[config.mk]
export PLATFORM = sky130hd
export DESIGN_NAME = cpu_cu
export DESIGN_NICKNAME = d
export VERILOG_FILES = /design/src/rtl/cpu_cu.sv
export SDC_FILE = /design/constraint.sdc
export NUM_CORES = 1
export LEC_CHECK = 0
export CAP_MARGIN = 20
export CORE_MARGIN = 10
export CORE_UTILIZATION = 39
export DETAILED_ROUTE_END_ITERATION = 12
export GPL_TIMING_DRIVEN = 0
export HOLD_SLACK_MARGIN = 0.02
export PLACE_DENSITY = 0.87
export SLEW_MARGIN = 20
export SYNTH_ARGS = -nofsm -noshare
export SYNTH_HDL_FRONTEND = slang
export SYNTH_SLANG_ARGS = --single-unit
[constraint.sdc]
create_clock -name clk -period 2 [get_ports clk]
set_input_delay 0.2 -clock clk [delete_from_list [all_inputs] [get_ports clk]]
set_output_delay 0.2 -clock clk [all_outputs]
set_load 0.1 [all_outputs]
[src/rtl/cpu_cu.sv]
// cpu_cu: control unit for the CPU execution unit.
// Runs FETCH -> DECODE -> EXEC for each instruction, or FETCH -> DECODE -> HALT
// for opcode F. All control outputs are decoded combinationally from the state
// register and IR.
//
//   state  | meaning
//   -------+-------------------------------------------------------------
//   RESET  | after reset: all enables low; always goes to FETCH next
//   FETCH  | M[PC] -> IR, PC++
//   DECODE | opcode in IR is examined; F goes to HALT, anything else to EXEC
//   EXEC   | one control word for the instruction, then back to FETCH
//   HALT   | absorbing; halted=1; only reset leaves it
module cpu_cu #(
  parameter logic [3:0] ALU_PASS_S = 4'h0,
  parameter logic [3:0] ALU_PASS_R = 4'h1
) (
  input  logic        clk,
  input  logic        reset,
  input  logic [15:0] IR,
  input  logic        C,
  input  logic        N,
  input  logic        Z,
  output logic        reg_w_en,
  output logic        S_Sel,
  output logic        adr_sel,
  output logic        pc_ld,
  output logic        pc_inc,
  output logic        ir_ld,
  output logic [2:0]  W_Adr,
  output logic [2:0]  R_Adr,
  output logic [2:0]  S_Adr,
  output logic [3:0]  ALU_OP,
  output logic        mr_en,
  output logic        mw_en,
  output logic        halted,
  output logic [2:0]  state,
  output logic [15:0] instr_cnt
);

  localparam logic [2:0] S_RESET  = 3'd0;
  localparam logic [2:0] S_FETCH  = 3'd1;
  localparam logic [2:0] S_DECODE = 3'd2;
  localparam logic [2:0] S_EXEC   = 3'd3;
  localparam logic [2:0] S_HALT   = 3'd4;

  localparam logic [3:0] OP_LD   = 4'hA;
  localparam logic [3:0] OP_ST   = 4'hB;
  localparam logic [3:0] OP_LDI  = 4'hC;
  localparam logic [3:0] OP_JMP  = 4'hD;
  localparam logic [3:0] OP_BRZ  = 4'hE;
  localparam logic [3:0] OP_HALT = 4'hF;

  logic [3:0] opcode;
  logic [2:0] next_state;
  logic       retire;

  // C, N and IR[11:9] carry nothing this block acts on.
  logic unused_inputs;
  assign unused_inputs = ^{C, N, IR[11:9]};

  assign opcode = IR[15:12];
  assign W_Adr  = IR[8:6];
  assign R_Adr  = IR[5:3];
  assign S_Adr  = IR[2:0];

  // An instruction retires on the edge leaving EXEC, or on the edge into HALT.
  assign retire = (state == S_EXEC) || ((state == S_DECODE) && (opcode == OP_HALT));

  // Next-state selection.
  always_comb begin
    next_state = S_RESET;
    case (state)
      S_RESET:  next_state = S_FETCH;
      S_FETCH:  next_state = S_DECODE;
      S_DECODE: next_state = (opcode == OP_HALT) ? S_HALT : S_EXEC;
      S_EXEC:   next_state = S_FETCH;
      S_HALT:   next_state = S_HALT;
      default:  next_state = S_RESET;
    endcase
  end

  // State register; reset wins from every state.
  always_ff @(posedge clk) begin
    if (reset) state <= S_RESET;
    else       state <= next_state;
  end

  // Retired-instruction counter; wraps naturally at 16 bits.
  always_ff @(posedge clk) begin
    if (reset)       instr_cnt <= 16'h0000;
    else if (retire) instr_cnt <= instr_cnt + 16'h0001;
  end

  // Control word decode from state and opcode.
  always_comb begin
    reg_w_en = 1'b0;
    S_Sel    = 1'b0;
    adr_sel  = 1'b0;
    pc_ld    = 1'b0;
    pc_inc   = 1'b0;
    ir_ld    = 1'b0;
    mr_en    = 1'b0;
    mw_en    = 1'b0;
    halted   = 1'b0;
    ALU_OP   = 4'h0;
    case (state)
      S_FETCH: begin
        mr_en  = 1'b1;
        ir_ld  = 1'b1;
        pc_inc = 1'b1;
      end
      S_EXEC: begin
        case (opcode)
          OP_LD: begin
            adr_sel  = 1'b1;
            mr_en    = 1'b1;
            S_Sel    = 1'b1;
            ALU_OP   = ALU_PASS_S;
            reg_w_en = 1'b1;
          end
          OP_ST: begin
            adr_sel = 1'b1;
            ALU_OP  = ALU_PASS_S;
            mw_en   = 1'b1;
          end
          OP_LDI: begin
            mr_en    = 1'b1;
            S_Sel    = 1'b1;
            ALU_OP   = ALU_PASS_S;
            reg_w_en = 1'b1;
            pc_inc   = 1'b1;
          end
          OP_JMP: begin
            ALU_OP = ALU_PASS_R;
            pc_ld  = 1'b1;
          end
          OP_BRZ: begin
            ALU_OP = ALU_PASS_R;
            pc_ld  = Z;
          end
          OP_HALT: begin
            // Unreachable: DECODE routes opcode F to HALT.
          end
          default: begin
            // Opcodes 0-9 are plain ALU operations.
            ALU_OP   = opcode;
            reg_w_en = 1'b1;
          end
        endcase
      end
      S_HALT: halted = 1'b1;
      default: begin
      end
    endcase
  end

endmodule

Word level (Yosys, flattened, before mapping)
Cells that the tools add are included.
Widths: inputs -> output; s select.
- flip-flop bits (word level): 19
- output and inout bits: 41
- logic and storage cells: 41
- $add $sub $neg: 1
- eq/ne operators: 10
- multiplexer cells: 19
- reduce and logical (&&, ||, !) cells: 9
- operator list (kind ; count):
    $eq 4x4->1 const B ; 6
    $add 16x1->16 const B ; 1
    $mux 1 ; 12
    $pmux 3 s4 ; 1
    $pmux 4 s2 ; 1
    $reduce_or 2->1 ; 4
    $reduce_or 4->1 ; 2
    $eq 3x2->1 const B ; 2
    $pmux 1 s2 ; 3
    $mux 4 ; 1
    $eq 3x1->1 const B ; 1
    $eq 3x3->1 const B ; 1
    $logic_not 3->1 ; 1
    $mux 3 ; 1
    $logic_and 1x1->1 ; 1
    $logic_or 1x1->1 ; 1

Logic depth before layout (Yosys ltp)
Gate-level depths: netlist (run 1).
- word-level depth: 4
- mapped depth: 5
- gate-level depth less buffers: 5

Worst setup path before layout (run 1)
No wires, ideal clock.
- kind: register -> output
- from: reg state[0]
- to: out mr_en
- data arrival time: 4.330 ns
- required time: 1.800 ns
- setup slack: -2.530 ns
- cell stages (with the launch flop): 5
- buffers on the path: 0
- path through: dfxtp_1 > nor2b_1 > nand3_1 > nor3_1 > or2_2
- cells in the longest elaborated chain, start to end: 2
- ends and longest elaborated chain (element ; RTL line ; text):
    from (decl) ; 36 ; output logic [2:0] state,
    from (signal assigned) ; 85 ; else state <= next_state;
    $eq 3x2->1 / $eq 3x1->1 (equally long branches) ; 106 ; case (state)
    $pmux 1 s2 * ; 106 ;
    to (decl) ; 33 ; output logic mr_en,
Every way passes the cells marked *; elsewhere a longest branch is shown, timed or not.

Final worst setup path (run 1)
- from: reg state[0]
- to: out ALU_OP[3]
- cells in the longest elaborated chain, start to end: 2
- ends and longest elaborated chain (element ; RTL line ; text):
    $eq 3x2->1 ; 106 ;
    $mux 4 ; 106 ;
    to (decl) ; 32 ; output logic [3:0] ALU_OP,
Every way passes these cells.

==> results.toml, run 1 <==
[floorplanning]
num_rows = 19
dieWidth_um = 74.7
floorplan.die_area_mm2 = 0.00558
core_mm2 = 0.00281
die_height_um = 74.7
io_pins = 62
floorplan.initialDensity = 0.416

[worst_setup_path]
cp_data_arrival_time_ns = 1.71
timing.reg2reg.worst_path_depth = 4
worstPathMaxFanout = 9
critPathMaxStageDelay_ns = 0.57
critPathSlowestCell = "sky130_fd_sc_hd__clkdlybuf4s15_2"
r2r_setup_slack_ns = 0.37
crit_required_ns = 1.80
timing_worst_setup_path_type = "flip-flop to output port"
setup.worst_path.end_class = "output port"
rr_startpoint = "state[2]$_SDFF_PP0_"
r2r_end = "instr_cnt[15]$_SDFFE_PP0P_"
cp-startpoint = "state[0]$_SDFF_PP0_"
critical_path.cell_chain = "nor2b_4 -> nand3_4 -> nor3_2 -> clkdlybuf4s15_2"
setup.worst_path.start_class = "flip-flop"

[routing]
detail_route.iter0.violations = 28
vias = 1194
vias_per_instance = 5.35
dr.pass1.iters = 4
drcViolationCount = 0
route.final.wire_length_mm = 3.47
postRouteAntennaNets = 0
detail_route.wl_per_cell_um = 15.5

[timing]
timing.max_slew.rel_slack = 0.345
rsz0062_at_grt = "false"
final_period_minus_worst_setup_slack_ns = 1.91
fin_setup_tns_ns = 0
timing.final.crit_share = 0.954
timing_max_transition_violations_final = 0
fmaxAchievable_ghz = 0.524
finalSetupViolations = 0
clock-skew-final_ns = 0.0157
worst_pin_slew_ns = 0.980
fin_ws_ns = 0.0930
hold_viol_final = 0

[synthesis]
post_synth_instance_area_mm2 = 0.00117
yosys.cell_count.top_type = "sky130_fd_sc_hd__dfxtp_1"
yosys_register_bits = 19
syn_warnings = 0
proportion_of_synthesized_chip_area_in_sequential_cells = 0.326
postSynthNetCount = 165
ys_top_cells_by_area = "sky130_fd_sc_hd__dfxtp_1, sky130_fd_sc_hd__buf_4, sky130_fd_sc_hd__nor2_1, sky130_fd_sc_hd__xor2_1, sky130_fd_sc_hd__a21oi_1"
synthesis.area_per_instance_um2 = 8.16
synth_enable_flop_cells = 0
number_of_cells_produced_by_synthesis = 143
synth_cell_type_count = 39
synth_top_flop_cell = "sky130_fd_sc_hd__dfxtp_1"
synth_async_sr_flop_share = 0
synthDominantAreaCellType = "sky130_fd_sc_hd__dfxtp_1"
proportion_of_netlist_area_held_by_the_largest_area_contributor = 0.326
synth.cells.most_frequent = "sky130_fd_sc_hd__dfxtp_1, sky130_fd_sc_hd__nor2_1, sky130_fd_sc_hd__buf_4, sky130_fd_sc_hd__a21oi_1"

[run]
count_of_maximum_capacitance_violations = 0

[finish]
multi_input_area_um2 = 774
n_antenna_cell = 0
design.final.nets = 215
design_area_mm2 = 0.00179
num-fill-cells = 255
area_growth_syn_to_layout_pct = 53.2
regArea_um2 = 402
layout-drive-gt1-share = 0.339
post_layout_nonfiller_instances = 223
finalCoreUtilization = 0.637

[grt]
grt_start_max_net_pins = 12
groute.usage.overall = 0.120
grt_remaining_overflow = 0
grt_first_pass_wirelength_mm = 5.53
grt_pass1_vias = 1202
antenna_found_initial = 0

[pwr]
power_density_cells_mw_per_mm2 = 529
power.leakage_nw = 0.789
vdd_drop_max_mv = 0.324

[worst_hold_path]
hold_crit_class = "input port to flip-flop"
min-delay-start = "IR[12]"
whs_path_depth = 4
holdPathEnd = "state[1]$_SDFF_PP0_"

[clock_network]
clk_pin_slew_worst_setup_hold_paths_ns = 0.11
cts_max_path_buffers = 2
cts_buffers = 3
postCtsSetupRepairBufs = 0
cts.hold.buffers_added = 0
clock_tree.htree_level_count = 1
insertion_delay_ns = 0.30
numClockSinks = 19
clock_tree_from_tritoncts = "yes"
clk_root_buffer_cell = "sky130_fd_sc_hd__clkbuf_4"

[place]
place_ws_ns = -1.03
globalplace.congestion = 0.764
dp.cells = 219
detailedPlacementHpwl_mm = 2.86
io_buffers = 45
placement.cell_area_mm2 = 0.00178

[run_status]
status = "completed"
==> critical path: cells and delay by family (launching register included) <==
family                 cells  cell delay (ns)
buffers and inverters      1             0.57
AND/OR/NAND/NOR            3             0.41
flip-flops                 1             0.41
==> cell type report <==
| class | instances | share of cell area |
|---|---|---|
| plain buffers | 16 | 0.0623 |
| multi-input cells | 105 | 0.433 |
| flip-flops and latches | 19 | 0.225 |
| inverters | 3 | 0.00630 |
| repair buffers | 45 | 0.237 |
| clock inverters | 1 | 0.00280 |
| clock buffers | 3 | 0.0126 |
| well taps | 31 | 0.0217 |
==> repair_timing <==
item / 4_1_cts / 5_1_grt
resized for setup: 88 / 8
pin swaps: 0 / 0
setup endpoints to repair: 31 / 6
==> worst max path at each step <==
stage / endpoint / slack (ns) / depth (start not counted)
floorplan: mr_en / -0.43 / 4
global placement: pc_ld / -1.01 / 6
detailed placement: pc_ld / -1.03 / 6
CTS: instr_cnt[5] / 0.003 / 1
global route: ALU_OP[3] / 0.02 / 4
finish: ALU_OP[3] / 0.09 / 4
==> registers in the layout, indices dropped and copies added, names as in the netlist <==
| name | flops |
|---|---|
| instr_cnt | 16 |
| state | 3 |
==> cells in the final DEF, fill, tap and decap left out, types with 2 or more instances in the layout <==
cell                              synthesis  layout
sky130_fd_sc_hd__clkdlybuf4s15_2          0       3
sky130_fd_sc_hd__nand2_1                  8       7
sky130_fd_sc_hd__dfxtp_4                  0       2
sky130_fd_sc_hd__dfxtp_2                  0      11
sky130_fd_sc_hd__nor2b_2                  0       3
sky130_fd_sc_hd__nand4_1                  4       4
sky130_fd_sc_hd__nor3b_4                  0       3
sky130_fd_sc_hd__nor2_1                  16      15
sky130_fd_sc_hd__or3_1                    3       3
sky130_fd_sc_hd__a21oi_1                  9       8
sky130_fd_sc_hd__mux2_2                   2       2
sky130_fd_sc_hd__buf_2                    2       4
sky130_fd_sc_hd__buf_6                    1       2
sky130_fd_sc_hd__dfxtp_1                 19       6
sky130_fd_sc_hd__xnor2_1                  5       5
sky130_fd_sc_hd__and4_1                   3       3
sky130_fd_sc_hd__buf_4                   10      14
sky130_fd_sc_hd__dlygate4sd2_1            0      18
sky130_fd_sc_hd__nand3_1                  8       7
sky130_fd_sc_hd__nor2b_1                  7       3
sky130_fd_sc_hd__o21ai_0                  4       4
sky130_fd_sc_hd__clkbuf_4                 0       6
sky130_fd_sc_hd__inv_1                    3       3
sky130_fd_sc_hd__dlymetal6s2s_1           0       2
sky130_fd_sc_hd__clkbuf_1                 3       2
sky130_fd_sc_hd__nor3_1                   6       4
sky130_fd_sc_hd__and2b_1                  2       2
sky130_fd_sc_hd__clkdlybuf4s50_1          0      12
sky130_fd_sc_hd__xor2_1                   6       6
==> per-stage QoR <==
| stage | power [W] | hold WS (ns) |
|---|---|---|
| 5_1_grt | 0.000983 | 0.410 |
| 3_3_place_gp | 0.000764 | 0.464 |
| 4_1_cts | 0.000949 | 0.400 |
| 6_report | 0.000946 | 0.388 |
| 2_1_floorplan | 0.000692 | 0.444 |
| 3_5_place_dp | 0.000770 | 0.478 |
==> per-layer routing <==
layer | up-vias | track usage | share of wire
met4 | 0 | 0.0189 | 0.0046
met2 | 46 | 0.230 | 0.51
li1 | 589 | - | -
met5 | - | 0 | 0
met3 | 3 | 0.0512 | 0.11
met1 | 556 | 0.119 | 0.38
==> kinds of logic (layout without fill, tap and decap cells) <==
logic type,count (synthesis),in the layout,synth area share
XOR/XNOR,11,11,0.0825
buffers and inverters,19,68,0.102
multiplexers,2,2,0.0193
AND/OR/NAND/NOR,72,72,0.349
adder cells (fa/ha/maj),2,2,0.0193
flip-flops,19,19,0.326
AO/OA/AOI/OAI,18,18,0.102
==> power breakdown <==
| part | switching [W] | internal [W] |
|---|---|---|
| clock network | 0.000118 | 0.0000746 |
| logic | 0.000262 | 0.0000924 |
| registers | 0.0000134 | 0.000385 |
No activity file was read; power rests on OpenSTA's default activity.
==> inputs of run 2 (changes only) <==
--- a/config.mk
+++ b/config.mk
@@ -7,11 +7,11 @@
 export LEC_CHECK = 0
 export CAP_MARGIN = 20
 export CORE_MARGIN = 10
-export CORE_UTILIZATION = 39
+export CORE_UTILIZATION = 30
 export DETAILED_ROUTE_END_ITERATION = 12
 export GPL_TIMING_DRIVEN = 0
 export HOLD_SLACK_MARGIN = 0.02
-export PLACE_DENSITY = 0.87
+export PLACE_DENSITY = 0.71
 export SLEW_MARGIN = 20
 export SYNTH_ARGS = -nofsm -noshare
 export SYNTH_HDL_FRONTEND = slang
==> results.toml, run 2 (same netlist as run 1, synthesis figures left out) <==
[worst_setup_path]
critical_path.top_delay_family = "buffers and inverters"
critPathMaxStageDelay_ns = 1.14
cp_data_arrival_time_ns = 1.76
critical_path.cell_chain = "clkdlybuf4s50_1"
worstPathMaxFanout = 4
rr_startpoint = "state[2]$_SDFF_PP0_"
crit_required_ns = 1.80
setup.worst_path.end_class = "output port"
setup.worst_path.start_class = "flip-flop"
timing_worst_setup_path_type = "flip-flop to output port"
combined_buffer_and_inverter_count_along_the_critical_path = 1
critPathSlowestCell = "sky130_fd_sc_hd__clkdlybuf4s50_1"
cp-startpoint = "instr_cnt[8]$_SDFFE_PP0P_"

[finish]
layout_top_registers = "instr_cnt x16, state x3"
mostFrequentLayoutCells = "sky130_fd_sc_hd__nor2_1, sky130_fd_sc_hd__clkdlybuf4s50_1, sky130_fd_sc_hd__buf_4"
layout-drive-gt1-share = 0.333
design.final.nets = 215
n_antenna_cell = 0
largest_register_ff_count = 16
design_area_mm2 = 0.00185
area_growth_syn_to_layout_pct = 58.4
max_flop_register = "instr_cnt"
num-fill-cells = 385

[timing]
clock-skew-final_ns = 0.00221
final_period_minus_worst_setup_slack_ns = 1.96
worst_pin_slew_ns = 0.986
timing.max_slew.rel_slack = 0.342
timing.final.crit_share = 0.979
finalSetupViolations = 0
fmaxAchievable_ghz = 0.511
rsz0062_at_grt = "false"
hold_viol_final = 0
timing_max_transition_violations_final = 0

[grt]
grt_start_max_net_pins = 11
groute.usage.overall = 0.0973
grt_first_pass_wirelength_mm = 5.40
grt_remaining_overflow = 0
grt_pass1_vias = 1143
antenna_found_initial = 0

[clock_network]
numClockSinks = 19
clk_pin_slew_worst_setup_hold_paths_ns = 0.07
clock_tree.htree_level_count = 1
cts_buffers = 3
cts_max_path_buffers = 2
cts.hold.buffers_added = 0
insertion_delay_ns = 0.25
postCtsSetupRepairBufs = 0
clk_root_buffer_cell = "sky130_fd_sc_hd__clkbuf_8"
clock_tree_from_tritoncts = "yes"

[routing]
dr.pass1.iters = 4
detail_route.iter0.violations = 113
vias_per_instance = 4.83
route.final.wire_length_mm = 3.26
detail_route.wl_per_cell_um = 13.6
postRouteAntennaNets = 0
vias = 1159
drcViolationCount = 0

[place]
detailedPlacementHpwl_mm = 2.54
placement.cell_area_mm2 = 0.00180
globalplace.congestion = 0.733
io_buffers = 45

[floorplanning]
io_pins = 62
die_height_um = 82.4
dieWidth_um = 82.4
num_rows = 22
floorplan.die_area_mm2 = 0.00679
floorplan.initialDensity = 0.314
core_mm2 = 0.00372

[run_status]
status = "completed"

[pwr]
power.leakage_nw = 0.878
power_density_cells_mw_per_mm2 = 551
design_power_total_w = 0.00102
vdd_drop_max_mv = 0.287

[worst_hold_path]
hold_crit_class = "input port to flip-flop"
min-delay-start = "IR[12]"

[run]
count_of_maximum_capacitance_violations = 0
-- run 2: changes by cell type in the layout (fill, tap and decap cells not counted) --
cell,before,now
sky130_fd_sc_hd__buf_2,4,7
sky130_fd_sc_hd__clkbuf_1,2,3
sky130_fd_sc_hd__clkbuf_4,6,0
sky130_fd_sc_hd__clkbuf_8,0,3
sky130_fd_sc_hd__clkdlybuf4s50_1,12,15
sky130_fd_sc_hd__clkinv_2,1,0
sky130_fd_sc_hd__dlygate4sd2_1,18,8
sky130_fd_sc_hd__dlymetal6s2s_1,2,9
-- run 2: per-stage QoR --
| stage | TNS [ns] | worst slack, ns | std cells | hold WS [ns] | util |
|---|---|---|---|---|---|
| after floorplan | -1.17 | -0.428 | 143 | 0.444 | - |
| after global placement | -8.02 | -1.05 | 236 | 0.468 | 0.485 |
| after detailed placement | -7.95 | -1.03 | 236 | 0.480 | 0.485 |
| after CTS | 0 | 0.00118 | 240 | 0.419 | 0.492 |
| after global routing | 0 | 0.00728 | 240 | 0.483 | 0.498 |
| final | 0 | 0.0420 | 240 | 0.416 | 0.498 |
-- run 2: cell type report --
| class | count | area [um2] | area share |
|---|---|---|---|
| tap | 48 | 60.1 | 0.0325 |
| multi-input combinational | 105 | 774 | 0.419 |
| clock buffer | 4 | 45.0 | 0.0244 |
| sequential | 19 | 402 | 0.217 |
| timing repair buffer | 45 | 445 | 0.241 |
| buffer | 16 | 111 | 0.0602 |
| inverter | 3 | 11.3 | 0.00609 |
-- run 2: repair_timing --
| action | in CTS | in global routing |
|---|---|---|
| setup endpoints to repair | 21 | 13 |
| cloned | 0 | 0 |
| hold endpoints to repair | 0 | 0 |
| gates resized for setup | 73 | 17 |
-- run 2: path summary, 6_finish.rpt --
check / to / slack (ns) / cells past startpoint
worst max-delay path: instr_cnt[8] / 0.04 / 1
worst min-delay path: state[1]$_SDFF_PP0_ / 0.42 / 4
worst max register to register: instr_cnt[15]$_SDFFE_PP0P_ / 0.37 / 4
worst min register to register: instr_cnt[15]$_SDFFE_PP0P_ / 0.49 / 2
-- run 2: routing by layer --
metal	track usage	up-vias	part of all wire
met2	0.163	31	0.49
met1	0.113	528	0.41
li1	-	596	-
met5	0	-	0
met3	0.0443	4	0.093
met4	0.0153	0	0.0055
-- run 2: power by group --
part,total [W],leakage (nW),internal (W),switching (W)
clock,0.000269,0.0228,0.000142,0.000127
combinational,0.000352,0.695,0.0000917,0.000260
sequential,0.000399,0.160,0.000385,0.0000143
total,0.00102,0.878,0.000618,0.000401
==> inputs of run 3 (changes only) <==
--- a/config.mk
+++ b/config.mk
@@ -7,11 +7,11 @@
 export LEC_CHECK = 0
 export CAP_MARGIN = 20
 export CORE_MARGIN = 10
-export CORE_UTILIZATION = 30
+export CORE_UTILIZATION = 39
 export DETAILED_ROUTE_END_ITERATION = 12
 export GPL_TIMING_DRIVEN = 0
 export HOLD_SLACK_MARGIN = 0.02
-export PLACE_DENSITY = 0.71
+export PLACE_DENSITY = 0.87
 export SLEW_MARGIN = 20
 export SYNTH_ARGS = -nofsm -noshare
 export SYNTH_HDL_FRONTEND = slang
==> constraint.sdc (replaced) <==
create_clock -name clk -period 2 [get_ports clk]
set_input_delay 0.2 -clock clk [delete_from_list [all_inputs] [get_ports clk]]
set_output_delay 0.2 -clock clk [all_outputs]
set_load 0.02 [all_outputs]
==> results.toml, run 3 (same netlist as run 1, synthesis figures left out) <==
[run_status]
status = "completed"

[worst_setup_path]
critPathMaxStageDelay_ns = 0.49
setup.worst_path.start_class = "input port"
critPathSlowestCell = "sky130_fd_sc_hd__clkdlybuf4s50_1"
setup.worst_path.end_class = "output port"
critical_path.cell_chain = "clkdlybuf4s50_1 -> buf_2 -> xnor2_1 -> nor3_2 -> or2_2 -> dlygate4sd2_1"
crit_required_ns = 1.80
critical_path.top_delay_family = "buffers and inverters"
worstPathMaxFanout = 10
timing_worst_setup_path_type = "input port to output port"
cp_data_arrival_time_ns = 1.72
combined_buffer_and_inverter_count_along_the_critical_path = 3

[clock_network]
insertion_delay_ns = 0.30
clk_root_buffer_cell = "sky130_fd_sc_hd__clkbuf_4"
cts_buffers = 3
clock_tree.htree_level_count = 1
clk_pin_slew_worst_setup_hold_paths_ns = 0.11
numClockSinks = 19
clock_tree_from_tritoncts = "yes"
cts_max_path_buffers = 2
cts.hold.buffers_added = 0
postCtsSetupRepairBufs = 0

[pwr]
vdd_drop_max_mv = 0.310
power.leakage_nw = 0.683
design_power_total_w = 0.000780
power_density_cells_mw_per_mm2 = 460

[timing]
finalSetupViolations = 0
fmaxAchievable_ghz = 0.520
clock-skew-final_ns = 0.00541
timing.max_slew.rel_slack = 0.730
final_period_minus_worst_setup_slack_ns = 1.92
timing_max_transition_violations_final = 0
timing.final.crit_share = 0.961
fin_setup_tns_ns = 0
final.hold.worst_slack_ns = 0.379
worst_pin_slew_ns = 0.395
hold_viol_final = 0

[place]
placement.cell_area_mm2 = 0.00166
globalplace.congestion = 0.794
io_buffers = 45
detailedPlacementHpwl_mm = 2.58

[finish]
max_flop_register = "instr_cnt"
n_antenna_cell = 0
design.final.nets = 215
layout_top_registers = "instr_cnt x16, state x3"
design_area_mm2 = 0.00169
area_growth_syn_to_layout_pct = 45.1
leading_cell_type_in_the_layout_fill_and_taps_excluded = "sky130_fd_sc_hd__clkdlybuf4s50_1"
layout-drive-gt1-share = 0.167
mostFrequentLayoutCells = "sky130_fd_sc_hd__clkdlybuf4s50_1, sky130_fd_sc_hd__nor2_1, sky130_fd_sc_hd__dfxtp_1"
largest_register_ff_count = 16

[grt]
grt_first_pass_wirelength_mm = 5.29
grt_start_max_net_pins = 12
grt_pass1_vias = 1108
grt_remaining_overflow = 0
antenna_found_initial = 0
groute.usage.overall = 0.117

[floorplanning]
dieWidth_um = 74.7
num_rows = 19
floorplan.initialDensity = 0.416
floorplan.die_area_mm2 = 0.00558
core_mm2 = 0.00281
io_pins = 62
die_height_um = 74.7

[routing]
vias_per_instance = 5.22
vias = 1163
detail_route.wl_per_cell_um = 15.1
detail_route.iter0.violations = 50
dr.pass1.iters = 4
drcViolationCount = 0
postRouteAntennaNets = 0
route.final.wire_length_mm = 3.36

[run]
count_of_maximum_capacitance_violations = 0

[worst_hold_path]
hold_crit_class = "input port to flip-flop"
==> run 3: final cells by class <==
cell class              instances  area [um2]
clock buffers                   3        22.5
fillers                       265        1110
well taps                      31        38.8
plain buffers                  16         111
multi-input cells             105         683
repair buffers                 45         435
clock inverters                 1        5.00
inverters                       3        11.3
flip-flops and latches         19         387
==> run 3: worst paths after layout <==
kind	startpoint	to	slack, ns	cells after the start
max reg2reg	state[2]$_SDFF_PP0_	instr_cnt[15]$_SDFFE_PP0P_	0.38	4
max	IR[14]	mr_en	0.08	6
min	IR[15]	state[1]$_SDFF_PP0_	0.38	4
min reg2reg	instr_cnt[15]$_SDFFE_PP0P_	instr_cnt[15]$_SDFFE_PP0P_	0.50	2
==> run 3: metal layers <==
| metal | vias up | share of wire | track usage |
|---|---|---|---|
| li1 | 593 | - | - |
| met1 | 535 | 0.40 | 0.127 |
| met2 | 33 | 0.49 | 0.201 |
| met3 | 2 | 0.11 | 0.0499 |
| met4 | 0 | 0.0036 | 0.0420 |
| met5 | - | 0 | 0 |
==> run 3: report_power, final <==
| group | switching (W) | internal (W) |
|---|---|---|
| Clock | 0.000125 | 0.0000745 |
| Sequential | 0.0000125 | 0.000385 |
| Combinational | 0.0000952 | 0.0000876 |
| Total | 0.000233 | 0.000547 |
==> run 3: what timing repair did <==
| action | in CTS | in global routing |
|---|---|---|
| gates resized for setup | 20 | 13 |
| endpoints found under the hold margin | 0 | 0 |
| setup endpoints to repair | 12 | 10 |
==> run 3: worst register-to-register path, stage by stage (launching register included) <==
cell                      delay (ns)
sky130_fd_sc_hd__dfxtp_2        0.40
sky130_fd_sc_hd__and4b_1        0.38
sky130_fd_sc_hd__nand3_2        0.15
sky130_fd_sc_hd__or4_1          0.49
sky130_fd_sc_hd__a21oi_1        0.15
==> run 3: through the flow <==
stage | instances | setup WS, ns | utilization
after detailed placement | 219 | -0.535 | 0.591
after global placement | 219 | -0.478 | 0.591
after CTS | 223 | 0.0341 | 0.597
after global routing | 223 | -0.00954 | 0.604
after floorplan | 143 | 0.0868 | -
final | 223 | 0.0775 | 0.604
